--- config.mk ---
export PLATFORM = sky130hd
export DESIGN_NAME = sdram_req_arbiter_flat
export DESIGN_NICKNAME = d
export VERILOG_FILES = /design/src/rtl/sdram_req_arbiter_if.sv /design/src/rtl/sdram_req_arbiter.sv /design/src/flat_wrapper.sv
export SDC_FILE = /design/constraint.sdc
export NUM_CORES = 1
export LEC_CHECK = 0
export CAP_MARGIN = 30
export CORE_UTILIZATION = 36
export DETAILED_ROUTE_END_ITERATION = 8
export GPL_TIMING_DRIVEN = 0
export PLACE_DENSITY = 0.79
export SETUP_SLACK_MARGIN = 0.05
export SYNTH_ARGS = -nofsm -noshare
export SYNTH_HDL_FRONTEND = slang
export SYNTH_SLANG_ARGS = --single-unit
--- constraint.sdc ---
create_clock -name m_clock -period 2.35 [get_ports m_clock]
set_input_delay 0.5875 -clock m_clock [delete_from_list [all_inputs] [get_ports m_clock]]
set_output_delay 0.5875 -clock m_clock [all_outputs]
set_load 0.01 [all_outputs]
--- src/rtl/sdram_req_arbiter_if.sv ---
// Requester and SDRAM-controller bundle for sdram_req_arbiter.
// master = arbiter side, slave = requesters plus controller.
interface sdram_req_arbiter_if #(
  parameter int NUM_PORTS = 4,
  parameter int ADRS_W    = 23
);
  logic [NUM_PORTS-1:0]        req_read;
  logic [NUM_PORTS-1:0]        req_write;
  logic [NUM_PORTS*ADRS_W-1:0] req_adrs;
  logic [NUM_PORTS*8-1:0]      req_din;
  logic [NUM_PORTS-1:0]        req_ack;
  logic [7:0]                  req_dout;
  logic                        mem_read;
  logic                        mem_write;
  logic [ADRS_W-1:0]           mem_adrs;
  logic [7:0]                  mem_din;
  logic [7:0]                  mem_dout;
  logic                        mem_refresh;
  logic                        mem_ack;

  modport master (
    input  req_read, req_write, req_adrs, req_din,
    input  mem_dout, mem_ack,
    output req_ack, req_dout,
    output mem_read, mem_write, mem_adrs, mem_din,
    output mem_refresh
  );

  modport slave (
    output req_read, req_write, req_adrs, req_din,
    output mem_dout, mem_ack,
    input  req_ack, req_dout,
    input  mem_read, mem_write, mem_adrs, mem_din,
    input  mem_refresh
  );
endinterface

--- src/rtl/sdram_req_arbiter.sv ---
// Round-robin SDRAM request arbiter with built-in refresh scheduling.
// Define ARB_TIMEOUT_EN to add the mem_ack watchdog and err_timeout.
module sdram_req_arbiter #(
  parameter int NUM_PORTS      = 4,
  parameter int ADRS_W         = 23,
  parameter int REFRESH_CYCLES = 390,
  parameter int REFRESH_URGENT = 2,
  parameter int TIMEOUT_CYCLES = 255
) (
  input  logic                m_clock,
  input  logic                p_reset_n,
  sdram_req_arbiter_if.master bus,
  output logic                busy,
  output logic [2:0]          refresh_debt,
  output logic                err_timeout
);
  localparam int PW = $clog2(NUM_PORTS);
  localparam int TW = $clog2(REFRESH_CYCLES);

  typedef enum logic [2:0] {
    S_IDLE,
    S_ISSUE,
    S_WAIT,
    S_REF,
    S_RWAIT
  } state_t;

  state_t               r_state;
  state_t               w_next;
  logic [PW-1:0]        r_rr;
  logic [PW-1:0]        r_port;
  logic [PW-1:0]        w_gnt;
  logic                 w_any;
  logic                 w_grant;
  logic [NUM_PORTS-1:0] w_req;
  logic [NUM_PORTS-1:0] r_ack;
  logic                 r_wr;
  logic [ADRS_W-1:0]    r_adrs;
  logic [7:0]           r_din;
  logic [7:0]           r_dout;
  logic [TW-1:0]        r_timer;
  logic [2:0]           r_debt;
  logic                 w_wrap;
  logic                 w_to;
  logic                 w_done;
  logic                 w_dec;
  logic [ADRS_W-1:0]    w_sel_adrs;
  logic [7:0]           w_sel_din;
  logic                 w_sel_wr;

  // Mask the port being acked: it still holds its request this cycle.
  assign w_req = (bus.req_read | bus.req_write) & ~r_ack;
  assign w_wrap = (r_timer == TW'(REFRESH_CYCLES - 1));

  always_comb begin
    w_any = 1'b0;
    w_gnt = '0;
    for (int k = 0; k < NUM_PORTS; k++) begin
      int j;
      j = int'(r_rr) + k;
      if (j >= NUM_PORTS) j = j - NUM_PORTS;
      if (!w_any && w_req[PW'(j)]) begin
        w_any = 1'b1;
        w_gnt = PW'(j);
      end
    end
  end

  always_comb begin
    w_sel_adrs = '0;
    w_sel_din  = '0;
    w_sel_wr   = 1'b0;
    for (int i = 0; i < NUM_PORTS; i++) begin
      if (PW'(i) == w_gnt) begin
        w_sel_adrs = bus.req_adrs[i*ADRS_W +: ADRS_W];
        w_sel_din  = bus.req_din[i*8 +: 8];
        w_sel_wr   = bus.req_write[i];
      end
    end
  end

`ifdef ARB_TIMEOUT_EN
  localparam int WW = $clog2(TIMEOUT_CYCLES + 1);
  logic [WW-1:0] r_wdog;
  logic          r_err;
  logic          w_waiting;

  assign w_waiting = (r_state == S_WAIT) ||
                     (r_state == S_RWAIT);
  assign w_to = w_waiting && !bus.mem_ack &&
                (r_wdog == WW'(TIMEOUT_CYCLES - 1));
  assign err_timeout = r_err;

  always_ff @(posedge m_clock or negedge p_reset_n) begin
    if (!p_reset_n) begin
      r_wdog <= '0;
      r_err  <= 1'b0;
    end else begin
      if (w_waiting && !bus.mem_ack && !w_to)
        r_wdog <= r_wdog + 1'b1;
      else
        r_wdog <= '0;
      if (w_to)
        r_err <= 1'b1;
    end
  end
`else
  assign w_to = 1'b0;
  assign err_timeout = 1'b0;
`endif

  assign w_done = (r_state == S_WAIT) &&
                  (bus.mem_ack || w_to);
  assign w_dec  = (r_state == S_RWAIT) &&
                  (bus.mem_ack || w_to);

  always_comb begin
    w_next  = r_state;
    w_grant = 1'b0;
    unique case (r_state)
      S_IDLE: begin
        if (r_debt >= 3'(REFRESH_URGENT)) begin
          w_next = S_REF;
        end else if (w_any) begin
          w_next  = S_ISSUE;
          w_grant = 1'b1;
        end else if (r_debt != 3'd0) begin
          w_next = S_REF;
        end
      end
      S_ISSUE: w_next = S_WAIT;
      S_WAIT:  if (w_done) w_next = S_IDLE;
      S_REF:   w_next = S_RWAIT;
      S_RWAIT: if (w_dec) w_next = S_IDLE;
      default: w_next = S_IDLE;
    endcase
  end

  always_ff @(posedge m_clock or negedge p_reset_n) begin
    if (!p_reset_n) begin
      r_state <= S_IDLE;
      r_rr    <= '0;
      r_port  <= '0;
      r_ack   <= '0;
      r_wr    <= 1'b0;
      r_adrs  <= '0;
      r_din   <= '0;
      r_dout  <= '0;
      r_timer <= '0;
      r_debt  <= '0;
    end else begin
      r_state <= w_next;
      r_timer <= w_wrap ? '0 : r_timer + 1'b1;
      // Credit and payback in the same cycle cancel out.
      if (w_wrap && !w_dec && r_debt != 3'd7)
        r_debt <= r_debt + 3'd1;
      else if (w_dec && !w_wrap)
        r_debt <= r_debt - 3'd1;
      r_ack <= '0;
      if (w_grant) begin
        r_port <= w_gnt;
        r_wr   <= w_sel_wr;
        r_adrs <= w_sel_adrs;
        r_din  <= w_sel_din;
      end
      if (w_done) begin
        r_ack[r_port] <= 1'b1;
        r_rr <= (r_port == PW'(NUM_PORTS - 1)) ?
                '0 : r_port + 1'b1;
        if (!r_wr)
          r_dout <= bus.mem_ack ? bus.mem_dout : 8'hFF;
      end
    end
  end

  assign bus.mem_read    = (r_state == S_ISSUE) && !r_wr;
  assign bus.mem_write   = (r_state == S_ISSUE) && r_wr;
  assign bus.mem_refresh = (r_state == S_REF);
  assign bus.mem_adrs    = r_adrs;
  assign bus.mem_din     = r_din;
  assign bus.req_ack     = r_ack;
  assign bus.req_dout    = r_dout;
  assign busy            = (r_state != S_IDLE);
  assign refresh_debt    = r_debt;
endmodule
--- src/flat_wrapper.sv ---
// flat-port wrapper written by rule: the top's interface ports become plain ports
module sdram_req_arbiter_flat 
#(
  parameter int NUM_PORTS      = 4,
  parameter int ADRS_W         = 23,
  parameter int REFRESH_CYCLES = 390,
  parameter int REFRESH_URGENT = 2,
  parameter int TIMEOUT_CYCLES = 255
)
  (m_clock, p_reset_n, busy, refresh_debt, err_timeout, bus_req_read, bus_req_write, bus_req_adrs, bus_req_din, bus_mem_dout, bus_mem_ack, bus_req_ack, bus_req_dout, bus_mem_read, bus_mem_write, bus_mem_adrs, bus_mem_din, bus_mem_refresh);
  sdram_req_arbiter_if #(.NUM_PORTS(NUM_PORTS), .ADRS_W(ADRS_W)) bus_i ();
  input  logic m_clock;
  input  logic p_reset_n;
  output logic busy;
  output logic [2:0] refresh_debt;
  output logic err_timeout;
  input wire logic [$bits(bus_i.req_read)-1:0] bus_req_read;
  input wire logic [$bits(bus_i.req_write)-1:0] bus_req_write;
  input wire logic [$bits(bus_i.req_adrs)-1:0] bus_req_adrs;
  input wire logic [$bits(bus_i.req_din)-1:0] bus_req_din;
  input wire logic [$bits(bus_i.mem_dout)-1:0] bus_mem_dout;
  input wire logic [$bits(bus_i.mem_ack)-1:0] bus_mem_ack;
  output wire logic [$bits(bus_i.req_ack)-1:0] bus_req_ack;
  output wire logic [$bits(bus_i.req_dout)-1:0] bus_req_dout;
  output wire logic [$bits(bus_i.mem_read)-1:0] bus_mem_read;
  output wire logic [$bits(bus_i.mem_write)-1:0] bus_mem_write;
  output wire logic [$bits(bus_i.mem_adrs)-1:0] bus_mem_adrs;
  output wire logic [$bits(bus_i.mem_din)-1:0] bus_mem_din;
  output wire logic [$bits(bus_i.mem_refresh)-1:0] bus_mem_refresh;
  assign bus_i.req_read = bus_req_read;
  assign bus_i.req_write = bus_req_write;
  assign bus_i.req_adrs = bus_req_adrs;
  assign bus_i.req_din = bus_req_din;
  assign bus_i.mem_dout = bus_mem_dout;
  assign bus_i.mem_ack = bus_mem_ack;
  assign bus_req_ack = bus_i.req_ack;
  assign bus_req_dout = bus_i.req_dout;
  assign bus_mem_read = bus_i.mem_read;
  assign bus_mem_write = bus_i.mem_write;
  assign bus_mem_adrs = bus_i.mem_adrs;
  assign bus_mem_din = bus_i.mem_din;
  assign bus_mem_refresh = bus_i.mem_refresh;
  sdram_req_arbiter #(.NUM_PORTS(NUM_PORTS), .ADRS_W(ADRS_W), .REFRESH_CYCLES(REFRESH_CYCLES), .REFRESH_URGENT(REFRESH_URGENT), .TIMEOUT_CYCLES(TIMEOUT_CYCLES)) u_core (.m_clock(m_clock), .p_reset_n(p_reset_n), .bus(bus_i), .busy(busy), .refresh_debt(refresh_debt), .err_timeout(err_timeout));
endmodule
# Word-level counts from Yosys, hierarchy flattened
# Cells that the tools add are included.
# word_totals
elab_cells	126
latchBits	0
out_inout_bits	51
reg_bits	63
romBits	0
n_memories	0
ram_bits	0
# op_classes
eq_ne	13
multipliers	0
addsub	11
n_mux	53
n_bitwise	4
order_cmp	11
n_div	0
shift	0
n_reduce_logical	24
# op_table
operator	n
23-bit two-way mux	4
8-bit two-way mux	5
3-bit two-way mux	7
1-bit two-way mux	20
2-bit two-way mux	9
2-bit by 4-bit less-than comparator with 1-bit output, second input constant	4
3-bit case mux with 5 select lines	1
1-bit logical AND	11
9-bit by 1-bit adder with 9-bit output, second input constant	1
9-bit equality test, second input constant	1
3-bit >= comparator, second input constant	3
9-bit two-way mux	1
1-bit binary-select mux with 2-bit select	4
2-bit by 1-bit subtractor with 2-bit output, second input constant	4
2-bit by 2-bit adder with 3-bit output, second input constant	2
3-bit by 2-bit equality test with 1-bit output, second input constant	2
1-bit zero test	6
3-bit nonzero test	2
4-bit bitwise AND	1
2-bit equality test, first input constant	2
4-bit two-way mux	1
2-bit by 1-bit != test with 1-bit output, second input constant	2
4-bit by 1-bit != test with 1-bit output, second input constant	1
4-bit inverter	1
other kinds (21)	21

# Logic depth before layout (Yosys ltp)
# Gate-level depths: netlist of run 1.
# logic_depth
word_depth	20
mapped_depth	10
ltp_nobuf	10

# Worst setup path after synthesis of run 1
# Ideal clock, no wire load.
# synth_path
path_type	flip-flop to flip-flop
start	reg u_core.r_timer[1]
end	reg u_core.r_debt[2], in the netlist u_core.refresh_debt[2]
setup_slack_ps	38
required_ps	2219
setup_ps	131
path_stages_with_launch	11
arrival_ps	2181
synth_period_minus_slack_ps	2312
cell_sequence	dfrtp_1 > inv_1 > ha_1 > nand2_1 > nor4_2 > and3_1 > inv_1 > fa_1 > nor3_1 > a21oi_1 > xnor2_1
# synth_via
elab_chain_cells	4
# synth_lines
element	line	source
start, declared	sdram_req_arbiter.sv:41	logic [TW-1:0] r_timer;
start signal, assigned	sdram_req_arbiter.sv:153	r_timer <= w_wrap ? '0 : r_timer + 1'b1;
9-bit equality test (*)	sdram_req_arbiter.sv:53	assign w_wrap = (r_timer == TW'(REFRESH_CYCLES - 1));
1-bit logical AND / 1-bit zero test (equally long branches)	sdram_req_arbiter.sv:155, sdram_req_arbiter.sv:157	
1-bit logical AND, on equally long branches	sdram_req_arbiter.sv:155, sdram_req_arbiter.sv:157	
3-bit two-way mux / 2-bit nonzero test (equally long branches)	--	
end signal, assigned	sdram_req_arbiter.sv:156	r_debt <= r_debt + 3'd1;
end signal, assigned	sdram_req_arbiter.sv:158	r_debt <= r_debt - 3'd1;
end, declared	sdram_req_arbiter.sv:42	logic [2:0] r_debt;
# Every way passes the cells marked *; elsewhere a longest branch is shown, timed or not.
# A chain may end at the register's enable or synchronous reset.

# Final worst setup path of run 1
# layout_path
start	reg u_core.r_state[2]
end	reg u_core.r_adrs[6], in the netlist u_core.bus.mem_adrs[6]
# layout_via
elab_chain_cells	2
# layout_lines
element	line	source
start, declared	sdram_req_arbiter.sv:28	state_t r_state;
start signal, assigned	sdram_req_arbiter.sv:152	r_state <= w_next;
3-bit zero test	sdram_req_arbiter.sv:120	unique case (r_state)
1-bit two-way mux	sdram_req_arbiter.sv:120	
end signal, assigned	sdram_req_arbiter.sv:163	r_adrs <= w_sel_adrs;
end, declared	sdram_req_arbiter.sv:38	logic [ADRS_W-1:0] r_adrs;
# Every way passes these cells.

==> results of run 1 <==
-- cell usage in the layout, fill, tap and decap left out, types with 3 or more instances in the layout --
cell type / netlist / routed
buf_2: 11 / 4
a211oi_1: 64 / 28
dfrtp_1: 63 / 62
xnor2_1: 6 / 6
a211oi_2: 0 / 32
xor2_1: 4 / 4
a211oi_4: 0 / 4
nor2_1: 44 / 44
buf_4: 3 / 20
nand2_1: 9 / 9
mux2i_1: 33 / 31
inv_1: 7 / 7
nand3_1: 5 / 5
ha_1: 6 / 6
clkbuf_8: 0 / 11
o21ai_0: 3 / 3
a21boi_0: 32 / 32
and2_1: 6 / 6
mux2_2: 10 / 10
buf_6: 0 / 8
and3_1: 3 / 3
buf_8: 0 / 3
nor4_4: 1 / 3
clkbuf_2: 0 / 4
clkdlybuf4s50_1: 0 / 179
dlygate4sd2_1: 0 / 10
-- kinds of logic (layout without fill, tap and decap cells) --
kind of cell	Yosys count	count (layout)	share of synthesized area
xor gates and xnor gates	10	10	0.0241
adders and majority gates	7	7	0.0261
AOI/OAI and AO/OA	115	115	0.237
DFF	63	63	0.433
other	1	1	0.00103
buffers and inverters	33	263	0.0409
muxes	43	43	0.122
and+or+nand+nor	83	83	0.116
-- how the worst min path moves through the flow --
stage | end | from | slack (ns)
after floorplan | u_core.bus.mem_adrs[0]$_DFFE_PN0P_ | p_reset_n | 0.29
after global placement | u_core.r_timer[4]$_DFF_PN0_ | u_core.r_timer[4]$_DFF_PN0_ | 0.47
after detailed placement | u_core.r_timer[4]$_DFF_PN0_ | u_core.r_timer[4]$_DFF_PN0_ | 0.48
after CTS | u_core.bus.mem_din[7]$_DFFE_PN0P_ | p_reset_n | 0.36
after global routing | u_core.bus.mem_din[7]$_DFFE_PN0P_ | p_reset_n | 0.39
final | u_core.bus.mem_din[7]$_DFFE_PN0P_ | p_reset_n | 0.33
-- worst register-to-register path, delay by kind of cell, from the launching register on --
kind,cells,cell delay [ns]
AO/OA/AOI/OAI,3,0.54
flip-flops,1,0.36
buffers and inverters,3,0.52
AND/OR/NAND/NOR,2,0.75
-- routing by layer --
| layer | up-vias | routed length (um) |
|---|---|---|
| li1 | 1767 | - |
| met1 | 1814 | 5060 |
| met2 | 149 | 6920 |
| met3 | 13 | 935 |
| met4 | 0 | 152 |
| met5 | - | 0 |
-- stage by stage --
stage               instances   util  hold WS, ns  power (mW)
floorplan                 355      -        0.292        3.71
global placement          680  0.587        0.473        5.24
detailed placement        680  0.587        0.482        5.36
CTS                       713  0.657        0.358        7.04
global route              718  0.676        0.390        7.71
finish                    718  0.676        0.331        7.27
-- power groups by stage --
stage / logic [mW] / registers [mW] / clock network [mW]
2_1_floorplan: 1.71 / 2.00 / 0
3_3_place_gp: 3.40 / 1.84 / 0
3_5_place_dp: 3.49 / 1.87 / 0
4_1_cts: 4.08 / 1.86 / 1.11
5_1_grt: 4.63 / 1.93 / 1.16
6_report: 4.31 / 1.87 / 1.09
-- final cells by class --
type	instances	area [um2]	share of cell area
buffer	25	259	0.0392
clock buffer	10	138	0.0208
clock inverter	6	92.6	0.0140
inverter	7	26.3	0.00398
multi-input combinational	259	2220	0.336
sequential	63	1580	0.239
tap	133	166	0.0252
timing repair buffer	215	2120	0.322
-- flip-flops by register name, summed over array words and instances, names as in the netlist --
register             cells
u_core.bus.mem_adrs     23
u_core.r_port            2
u_core.bus.req_dout      8
u_core.r_rr              2
u_core.bus.req_ack       4
u_core.r_state           3
u_core.refresh_debt      3
u_core.bus.mem_din       8
u_core.r_timer           9
u_core.r_wr              1
-- what timing repair did --
action / 4_1_cts / 5_1_grt
setup buffers: 13 / 6
hold endpoints to repair: 0 / 0
setup endpoints to repair: 48 / 41
pin swaps: 7 / 12
resized for setup: 82 / 39
gates cloned: 4 / 0
==> impl_metrics.py, run 1 <==
metrics = {
    "run_status": {
        "status": "completed",
    },
    "critical_path": {
        "cp-start-kind": "register",
        "crit_type": "register to register",
        "crit_fanout": 8,
        "reg2reg_depth": 8,
        "crit_family": "simple AND/OR/NAND/NOR gates",
        "crit_chain": "buf_2 -> or3_4 -> nor4_4 -> o2111ai_4 -> buf_4 -> buf_2 -> a211oi_1 -> a211oi_1",
        "reg2reg_slack_ns": 0.06,
        "cpPeakStageDelay_ns": 0.43,
        "cp_data_required_time_ns": 2.57,
        "startpoint": "u_core.r_state[2]$_DFFE_PN0P_",
        "crit_buf_inv": 3,
        "crit_cells": 8,
        "end_kind": "register",
        "arrival_ns": 2.52,
        "slowest_stage": "or3_4",
        "worstSetupEndpoint": "u_core.bus.mem_adrs[6]$_DFFE_PN0P_",
        "timing.rr.start": "u_core.r_state[2]$_DFFE_PN0P_",
        "r2r_end": "u_core.bus.mem_adrs[6]$_DFFE_PN0P_",
    },
    "die": {
        "dieArea_um2": 10500,
        "rows": 36,
        "io-pin-count": 194,
        "die_w_um": 103,
        "core_um2": 9770,
        "initial_core_util": 0.372,
        "die_y_um": 103,
    },
    "grt": {
        "grt_pass1_vias": 3890,
        "grt_busiest_layer": "met2",
        "grt_use_total": 0.249,
        "overflow": 0,
        "grtUsageMet3": 0.0739,
        "antenna_found_initial": 0,
        "grt_use_met2": 0.448,
        "grt_max_degree": 64,
        "grt_use_met1": 0.287,
        "grt_pass1_wl_mm": 19.6,
    },
    "synth": {
        "synth_nets": 505,
        "synth-seq-cells": 63,
        "synth.largest_area_cell": "dfrtp_1",
        "ys_types": 44,
        "yosysSeqAreaShare": 0.433,
        "synth_edf_count": 0,
        "netlist.area_leader.share": 0.433,
        "syn_area_um2": 3640,
        "synth.avg_cell_area_um2": 10.3,
        "synth_ff_type": "dfrtp_1",
        "synth_warnings": 0,
        "synthTopCellsByArea": "dfrtp_1 43%, a211oi_1 13%, mux2i_1 9.1%, a21boi_0 6.6%, nor2_1 4.5%",
        "ys_async_sr_fraction": 1.00,
        "synth_common_cells": "64 x a211oi_1, 63 x dfrtp_1, 44 x nor2_1, 33 x mux2i_1, 32 x a21boi_0",
        "syn_inst": 355,
        "synth.most_common_cell": "a211oi_1",
    },
    "cts": {
        "cts_inserted_buffers": 9,
        "hold_buffers": 0,
        "cts_tree": "yes",
        "clock-sinks": 63,
        "clock_latency_ns": 0.34,
        "cts_root_buffer": "clkbuf_8",
        "cts_buffer_depth": 2,
        "htreeDepth": 3,
        "path_clk_slew_ns": 0.08,
    },
    "detailed_routing": {
        "route.detailed.drc": 0,
        "drt_iter0_drc": 104,
        "vias_per_cell": 5.21,
        "drtAntennaViolNets": 0,
        "detailedRoute.firstPassIterationCount": 4,
        "wire_per_inst_um": 18.2,
        "wl_mm": 13.1,
        "vias": 3743,
    },
    "sta": {
        "slew_headroom": 0.460,
        "fin_ws_ns": 0.0550,
        "finClkSkew_ns": 0.00755,
        "fin_crit_sh": 0.977,
        "slew_violations": 0,
        "fmax_ghz": 0.436,
        "min_period_ns": 2.29,
        "fin_tns_setup_ns": 0,
        "rsz0062_at_grt": "yes",
        "worstMarginPinSlew_ns": 0.811,
        "hold_violations": 0,
        "final-setup-viol-count": 0,
    },
    "cells_and_area": {
        "syn_to_final_growth_pct": 81.5,
        "drive_gt1_frac": 0.215,
        "nNetsFinal": 730,
        "insertedDiodeCount": 0,
        "fillers": 795,
        "postLayoutCellArea_um2": 6610,
    },
    "power_and_ir_drop": {
        "pwr_density_cell_nw_per_um2": 1100,
        "power.share.clock": 0.150,
        "p_leak_nw": 2.66,
        "switching_share": 0.393,
        "p_seq_frac": 0.257,
        "p_sw_mw": 2.86,
        "peakVddDrop_mv": 0.673,
        "combPwrFrac": 0.593,
        "power.internal_mw": 4.41,
    },
    "worst_hold_path": {
        "min_path_type": "primary input to async pin",
    },
    "placed_design": {
        "dp_slack_ns": -1.17,
        "dp_hpwl_mm": 9.20,
        "portBuffers": 192,
        "placed_area_um2": 5730,
        "gp_congestion": 0.807,
    },
    "run": {
        "timing.max_cap.violations": 0,
    },
}
(Power assumes the default switching activity.)
==> run 2, diff against run 1 <==
--- a/config.mk
+++ b/config.mk
@@ -5,11 +5,13 @@
 export SDC_FILE = /design/constraint.sdc
 export NUM_CORES = 1
 export LEC_CHECK = 0
+export ABC_AREA = 0
 export CAP_MARGIN = 30
-export CORE_UTILIZATION = 36
+export CORE_UTILIZATION = 37
+export CTS_BUF_LIST = sky130_fd_sc_hd__clkbuf_4
 export DETAILED_ROUTE_END_ITERATION = 8
 export GPL_TIMING_DRIVEN = 0
-export PLACE_DENSITY = 0.79
+export PLACE_DENSITY = 0.8
 export SETUP_SLACK_MARGIN = 0.05
 export SYNTH_ARGS = -nofsm -noshare
 export SYNTH_HDL_FRONTEND = slang
==> run 2 against run 1 <==
Compared with the run above:
- non-clock buffer count is 10 lower
- power is 13% lower
- worst hold slack worse by 0.093 ns
- maximum frequency is 1.8% higher
- first-iteration DRC count is 27% lower
- sequential share of layout area is 1.7 points higher
- core utilization is 1.9 points lower
- highest routed layer unchanged
==> impl_metrics.py, run 2 (synthesis gave the netlist of run 1 again) <==
metrics = {
    "sta": {
        "fin_ws_ns": 0.0949,
        "hold_slack_ns": 0.237,
        "hold_violations": 0,
        "min_period_ns": 2.26,
        "slew_violations": 0,
        "finClkSkew_ns": 0.0126,
        "slew_headroom": 0.457,
        "rsz0062_at_grt": "no",
        "fmax_ghz": 0.443,
        "fin_tns_setup_ns": 0,
        "worstMarginPinSlew_ns": 0.815,
        "fin_crit_sh": 0.960,
        "final-setup-viol-count": 0,
    },
    "cells_and_area": {
        "largest_reg_flops": 23,
        "postLayoutCellArea_um2": 6160,
        "mostFrequentLayoutCell": "clkdlybuf4s50_1",
        "fillers": 788,
        "nNetsFinal": 720,
        "layout_common_cells": "180 x clkdlybuf4s50_1, 62 x dfrtp_1, 50 x a211oi_1, 44 x nor2_1, 33 x mux2i_1",
        "drive_gt1_frac": 0.155,
        "syn_to_final_growth_pct": 69.2,
    },
    "placed_design": {
        "portBuffers": 192,
        "placed_area_um2": 5730,
        "dp_hpwl_mm": 8.89,
        "gp_congestion": 0.799,
        "dp_slack_ns": -1.08,
    },
    "die": {
        "dieArea_um2": 10200,
        "core_um2": 9370,
        "io-pin-count": 194,
        "rows": 35,
        "initial_core_util": 0.388,
        "die_w_um": 101,
        "die_y_um": 101,
    },
    "grt": {
        "grt_use_met2": 0.409,
        "grt_use_total": 0.232,
        "grt_pass1_vias": 3663,
        "grtUsageMet3": 0.0566,
        "grt_use_met1": 0.271,
        "grt_busiest_layer": "met2",
        "grt_pass1_wl_mm": 18.1,
        "antenna_found_initial": 0,
        "overflow": 0,
        "grt_max_degree": 64,
    },
    "run": {
        "timing.max_cap.violations": 0,
    },
    "power_and_ir_drop": {
        "power_mw": 6.31,
        "pwr_density_cell_nw_per_um2": 1020,
        "peakVddDrop_mv": 0.455,
        "p_leak_nw": 2.50,
    },
    "critical_path": {
        "crit_fanout": 8,
        "crit_buf_inv": 3,
        "crit_top_cell": "a211oi_1",
        "crit_family": "buffers and inverters",
        "slowest_stage": "clkdlybuf4s50_1",
        "worstSetupEndpoint": "u_core.bus.mem_adrs[3]$_DFFE_PN0P_",
        "crit_cells": 9,
        "crit_chain": "clkdlybuf4s50_1 -> o21bai_1 -> and4b_2 -> nor4_4 -> buf_4 -> o2111ai_4 -> buf_6 -> a211oi_1 -> a211oi_1",
        "reg2reg_slack_ns": 0.16,
        "cp_data_required_time_ns": 2.64,
        "timing.rr.start": "u_core.r_state[2]$_DFFE_PN0P_",
        "reg2reg_depth": 8,
        "crit_type": "primary input to register",
        "end_kind": "register",
        "startpoint": "bus_req_read[2]",
        "r2r_end": "u_core.bus.mem_adrs[3]$_DFFE_PN0P_",
        "arrival_ns": 2.54,
        "cpPeakStageDelay_ns": 0.50,
        "cp-start-kind": "primary input",
    },
    "cts": {
        "htreeDepth": 3,
        "cts_inserted_buffers": 9,
        "clock_latency_ns": 0.41,
        "clock-sinks": 63,
        "cts_tree": "yes",
        "path_clk_slew_ns": 0.12,
        "cts_buffer_depth": 2,
        "hold_buffers": 0,
        "cts_root_buffer": "clkbuf_4",
    },
    "detailed_routing": {
        "drt_iter0_drc": 76,
        "wl_mm": 12.0,
        "route.detailed.drc": 0,
        "detailedRoute.firstPassIterationCount": 4,
        "vias_per_cell": 5.18,
        "wire_per_inst_um": 17.0,
        "drtAntennaViolNets": 0,
        "vias": 3653,
    },
    "run_status": {
        "status": "completed",
    },
    "worst_hold_path": {
        "min_path_type": "primary input to async pin",
    },
}
run 2: cell types whose count changed in the layout (fill, tap and decap cells not counted), sizes merged:
cell	before	now
buf	38	32
bufinv	2	0
clkbuf	21	17
clkdlybuf4s50	179	180
clkinv	1	3
clkinvlp	2	3
diode	0	1
dlygate4sd2	10	6
dlymetal6s2s	2	4
run 2: area by class of cell:
class,instances,area [um2],area share
multi-input combinational,259,2060,0.335
clock inverter,7,48.8,0.00792
buffer,23,179,0.0291
sequential,63,1580,0.256
clock buffer,9,67.6,0.0110
timing repair buffer,207,2030,0.330
inverter,7,26.3,0.00427
antenna,1,2.50,0.000406
tap,129,161,0.0262
run 2: stage by stage:
stage                util  std cells
finish              0.657        705
global route        0.657        704
CTS                 0.649        701
floorplan               -        355
global placement    0.612        676
detailed placement  0.611        676
run 2: power breakdown:
part	leakage, nW	internal, mW	switching [mW]	total, mW
combinational	1.71	1.96	1.83	3.79
clock	0.0560	0.216	0.448	0.665
sequential	0.740	1.53	0.322	1.86
run 2: routing by layer:
layer,up-vias,share of wire
met2,145,0.50
li1,1754,-
met5,-,0
met1,1735,0.40
met4,0,0.021
met3,19,0.073
run 2: repair_timing:
| action | CTS | global route |
|---|---|---|
| pin swaps | 10 | 6 |
| gates resized for setup | 51 | 22 |
| endpoints found under the setup margin | 48 | 40 |
| buffers inserted | 10 | 2 |
| gates cloned | 2 | 1 |
run 2: worst min path at each step:
stage / start / to / slack [ns] / cells after the start
after floorplan: p_reset_n / u_core.bus.mem_adrs[0]$_DFFE_PN0P_ / 0.29 / 0
after global placement: u_core.r_timer[4]$_DFF_PN0_ / u_core.r_timer[4]$_DFF_PN0_ / 0.47 / 1
after detailed placement: u_core.r_timer[4]$_DFF_PN0_ / u_core.r_timer[4]$_DFF_PN0_ / 0.50 / 1
after CTS: p_reset_n / u_core.bus.req_dout[5]$_DFFE_PN0P_ / 0.27 / 1
final: p_reset_n / u_core.bus.req_dout[5]$_DFFE_PN0P_ / 0.24 / 1
after global routing: p_reset_n / u_core.bus.mem_adrs[13]$_DFFE_PN0P_ / 0.31 / 1
==> variant 1, RTL diff (flow settings as in run 2) <==
Build with the macro `ARB_TIMEOUT_EN` defined.
--- a/src/rtl/sdram_req_arbiter.sv
+++ b/src/rtl/sdram_req_arbiter.sv
@@ -2,2 +2,4 @@
 // Define ARB_TIMEOUT_EN to add the mem_ack watchdog and err_timeout.
+`define ARB_TIMEOUT_EN
+
 module sdram_req_arbiter #(
Function: changed (a bounded check fails within 10 cycles, from zero or initial values and one cycle with p_reset_n low).
==> variant 1 against run 2 <==
  * The run now ends with design-rule violations left
  * Combinational power up 34%
  * Non-clock buffer count up 19
  * Count of clock-buffer cells in the layout up 1
  * Clock power rose by 22%
  * Routed wire length increased by 38%
  * Power increased by 26%
  * Critical path depth shrank 1
  * Cell count is 19% higher
  * Die area up 24%
  * Sequential cell count up 9
  * Final area up 30%
  * Worst setup slack lost 0.068 ns
  * Core utilization is 3.0 points higher
  * Synthesized area is 24% higher
  * Critical endpoint is now u_core.bus.mem_adrs[4]
  * Largest cell class is now multi-input combinational cells
==> variant 1: results (changes against run 2) <==
stage,metric,value,unit,change
global_routing,grt.total_usage,24.25,%,was 23.17%
global_routing,grt_pass1_wl,24210,um,was 18060 um
worst_setup_path,crit_arrival,2.64,ns,was 2.54 ns
placement,pre_cts_slack,-0.9264,ns,was -1.075 ns
worst_setup_path,critPathMaxFanout,10,,was 8
route,met2_length,8317,um,was 6034 um
route,wl_met3,1057,um,was 878 um
yosys,synthesis.nets,621,,was 505
cts,post_cts_buffers,6,,was 10
worst_setup_path,rr_endpoint,u_core.refresh_debt[2],,was u_core.bus.mem_adrs[3]
global_routing,grtUsageMet3,6.533,%,was 5.659%
status,violations,design-rule violations,,
route,wl_met1,6698,um,was 4794 um
placement,post_dp_cell_area,0.006648,sq mm,was 0.005729 sq mm
worst_setup_path,r2r_slack,0.06,ns,was 0.16 ns
yosys,syn_avg_cell_area,9.625,sq um,was 10.25 sq um
cts,cts_hold_buf,1,,was 0
global_routing,grt_max_degree,71,,was 64
worst_setup_path,endpoint,u_core.bus.mem_adrs[4],,was u_core.bus.mem_adrs[3]
yosys,synthTopCellsByCount,"72 x dfrtp_1, 61 x nor2_1, 46 x inv_1",,"was 64 x a211oi_1, 63 x dfrtp_1, 44 x nor2_1"
finish,fillCellCount,803,,was 788
cts,worstSkewPairLatency,0.44,ns,was 0.41 ns
pwr,seqPwrFrac,25.8,%,was 29.4%
cts,cts_resized,122,,was 51
route,route.detailed.drc,1,,was 0
route,vias,4803,,was 3653
placement,dp_hpwl,10920,um,was 8888 um
route,drt_iter0_drc,203,,was 76
placement,place_congestion,0.8409,,was 0.7985
yosys,ys_seq_area_share,39.91,%,was 43.31%
status,status,"finished, violations left",,"was finished, final reports clean"
sta,slew_headroom,51.55,%,was 45.65%
worst_setup_path,regToRegStartpoint,u_core.r_timer[3],,was u_core.r_state[2]
-- variant 1: cell count changes after synthesis, sizes merged, moves of 8 or more --
cell / run 2 / this run
a211oi: 64 / 34
dfrtp: 63 / 72
a31oi: 0 / 8
nor2: 44 / 64
a2111oi: 0 / 66
inv: 7 / 46
a21boi: 32 / 0
-- variant 1: kinds of logic after synthesis --
kind of cell / synth area share, %
xor+xnor: 2.716
fa+ha+maj: 2.661
buf+inv: 8.343
flops: 39.91
compound gates: 25.61
simple gates: 12.92
mux: 7.844
-- variant 1: layout make-up --
cell class / instances / area share, %
clock inverter: 6 / 0.7492
tap: 143 / 2.232
sequential: 72 / 22.51
buffer: 38 / 4.448
clock buffer: 10 / 0.9365
multi-input combinational: 312 / 40.74
timing repair buffer: 211 / 26.24
inverter: 46 / 2.154
-- variant 1: worst max-delay path, cell delays in order --
cell and delay, ns:
clkdlybuf4s50_1 0.53, o21bai_2 0.12, and3_1 0.18, buf_2 0.19
a211o_4 0.34, buf_8 0.18, a2111oi_2 0.42, a211oi_1 0.10
==> variant 2, RTL diff (flow settings as in run 2) <==
Without the edit above. The 5 states of `state_t` get a one-hot encoding in 5 bits.
--- a/src/rtl/sdram_req_arbiter.sv
+++ b/src/rtl/sdram_req_arbiter.sv
@@ -19,8 +19,8 @@
 
-  typedef enum logic [2:0] {
-    S_IDLE,
-    S_ISSUE,
-    S_WAIT,
-    S_REF,
-    S_RWAIT
+  typedef enum logic [4:0] {
+    S_IDLE  = 5'b00001,
+    S_ISSUE = 5'b00010,
+    S_WAIT  = 5'b00100,
+    S_REF   = 5'b01000,
+    S_RWAIT = 5'b10000
   } state_t;
Behaviour: same outputs for any inputs over 4 cycles, from zero or initial values and one cycle with p_reset_n low; so few cycles prove little.
==> variant 2 against run 2 <==
  * Sequential cell count rose by 2
  * Power rose by 5.7%
  * Critical path type unchanged
  * Largest power group unchanged
  * Synthesized area rose by 5.2%
  * Worst setup slack got worse by 0.041 ns
  * Fmax fell by 1.8%
  * Count of clock-buffer cells in the layout did not move
  * Largest cell class unchanged
  * Final area rose by 3.1%
  * Routed wire length rose by 2.3%
  * Critical path depth did not move
  * Cell count fell by 0.85%
==> variant 2: results (changes against run 2) <==
stage,metric,value,unit,change
worst_setup_path,crit_path_start,bus_req_read[3],,was bus_req_read[2]
global_routing,grt_max_degree,66,,was 64
placement,place_congestion,0.7832,,was 0.7985
status,status,"finished, final reports clean",,unchanged
worst_setup_path,rr_endpoint,u_core.bus.mem_adrs[6],,was u_core.bus.mem_adrs[3]
yosys,synthTopCellsByCount,"64 x dfrtp_1, 46 x nor2_1, 30 x o22ai_2, 30 x o32ai_1, 27 x mux2_1",,"was 64 x a211oi_1, 63 x dfrtp_1, 44 x nor2_1"
global_routing,grt.total_usage,23.00,%,was 23.17%
yosys,synth_xor_area_share,2.287,%,was 2.406%
yosys,synth_area_leaders,"dfrtp_1 42%, o22ai_2 9.8%, mux2_1 7.9%",,"was dfrtp_1 43%, a211oi_1 13%, mux2i_1 9.1%"
placement,pre_cts_slack,-0.6358,ns,was -1.075 ns
yosys,synth_compound_area_share,23.03,%,was 23.72%
yosys,ys_seq_area_share,42.50,%,was 43.31%
finish,drive_gt1_share,21.95,%,was 15.48%
global_routing,grt_pass1_wl,19680,um,was 18060 um
worst_setup_path,critPathMaxFanout,10,,was 8
worst_setup_path,r2r_slack,0.22,ns,was 0.16 ns
route,drt_iter0_drc,150,,was 76
pwr,p_leak,2.542,nW,was 2.503 nW
placement,dp_hpwl,9023,um,was 8888 um
yosys,synth_fa_ha_area_share,2.483,%,was 2.613%
yosys,synthMuxAreaShare,12.64,%,was 12.17%
global_routing,antenna_found_initial,1,,was 0
route,wire_per_inst,17.50,um,was 16.96 um
worst_setup_path,worst-r2r-cell-count,10,,was 8
route,vias,3663,,was 3653
global_routing,grt_pass1_vias,4001,,was 3663
sta,fin_skew,0.01721,ns,was 0.01256 ns
worst_setup_path,crit_path_max_incr_delay,0.45,ns,was 0.50 ns
yosys,ys_types,54,,was 44
worst_setup_path,crit_arrival,2.58,ns,was 2.54 ns
finish,nets,710,,was 720
sta,slew_headroom,44.99,%,was 45.65%
yosys,synthesis.nets,491,,was 505
pwr,irDropWorstVdd,0.5656,mV,was 0.4551 mV
variant 2: cell types whose count changed after synthesis, moves of 5 or more:
cell,run 2,this run
a211oi_1,64,1
a21boi_0,32,0
mux2i_1,33,2
o22ai_2,0,30
o32ai_1,0,30
mux2_1,0,27
clkbuf_1,12,4
buf_6,0,7
nand2b_1,0,5
o21ai_0,3,8
variant 2: cells by family after synthesis:
group                      count (synthesis)
and+or+nand+nor                           91
other                                      1
muxes                                     43
AOI/OAI and AO/OA                         91
xor gates and xnor gates                  10
adders and majority gates                  7
DFF                                       65
buffers and inverters                     33
variant 2: power breakdown:
group / total, mW / switching, mW / internal (mW)
Combinational: 4.06 / 1.91 / 2.15
Clock: 0.728 / 0.416 / 0.312
Sequential: 1.88 / 0.335 / 1.54
Total: 6.66 / 2.66 / 4.00
variant 2: worst max path at each step:
stage                                          to  slack (ns)  cells after the start
after detailed placement  u_core.bus.mem_adrs[18]       -0.64                      8
after CTS                           bus_mem_write        0.04                      6
after global routing       u_core.bus.mem_adrs[5]        0.03                      8
final                      u_core.bus.mem_adrs[6]        0.05                      9
after floorplan            u_core.refresh_debt[2]        0.19                      9
after global placement      u_core.bus.mem_din[7]       -1.49                      1
variant 2: final cells by class:
class | instances | area [sq um]
clock inverters | 7 | 61.31
inverters | 10 | 40.04
diodes | 1 | 2.502
flip-flops and latches | 65 | 1630
repair buffers | 209 | 2074
fillers | 815 | 3561
multi-input cells | 243 | 2126
well taps | 133 | 166.4
plain buffers | 22 | 180.2
clock buffers | 9 | 67.56
variant 2: timing repair:
item / CTS / global route
endpoints found under the setup margin: 36 / 37
hold buffers: 0 / 0
pin swaps: 6 / 5
cloned: 0 / 0
buffers inserted: 9 / 8
gates resized for setup: 21 / 35
variant 2: metal layers:
metal | share of wire (%) | GRT usage, %
met5 | 0 | 0
met4 | 2.1 | 8.980
met2 | 51 | 41.47
met1 | 40 | 26.04
met3 | 6.8 | 5.664
variant 2: stage by stage:
step | instance area [sq um] | hold slack (ns) | setup TNS (ns) | std cells | utilization (%)
2_1_floorplan | 3830 | 0.2919 | 0 | 341 | -
3_3_place_gp | 5918 | 0.4703 | -110.29 | 666 | 59.72
3_5_place_dp | 5916 | 0.4951 | -16.26 | 666 | 59.70
4_1_cts | 6157 | 0.2799 | 0 | 690 | 62.13
5_1_grt | 6349 | 0.3155 | 0 | 699 | 64.07
6_report | 6349 | 0.2622 | 0 | 699 | 64.07
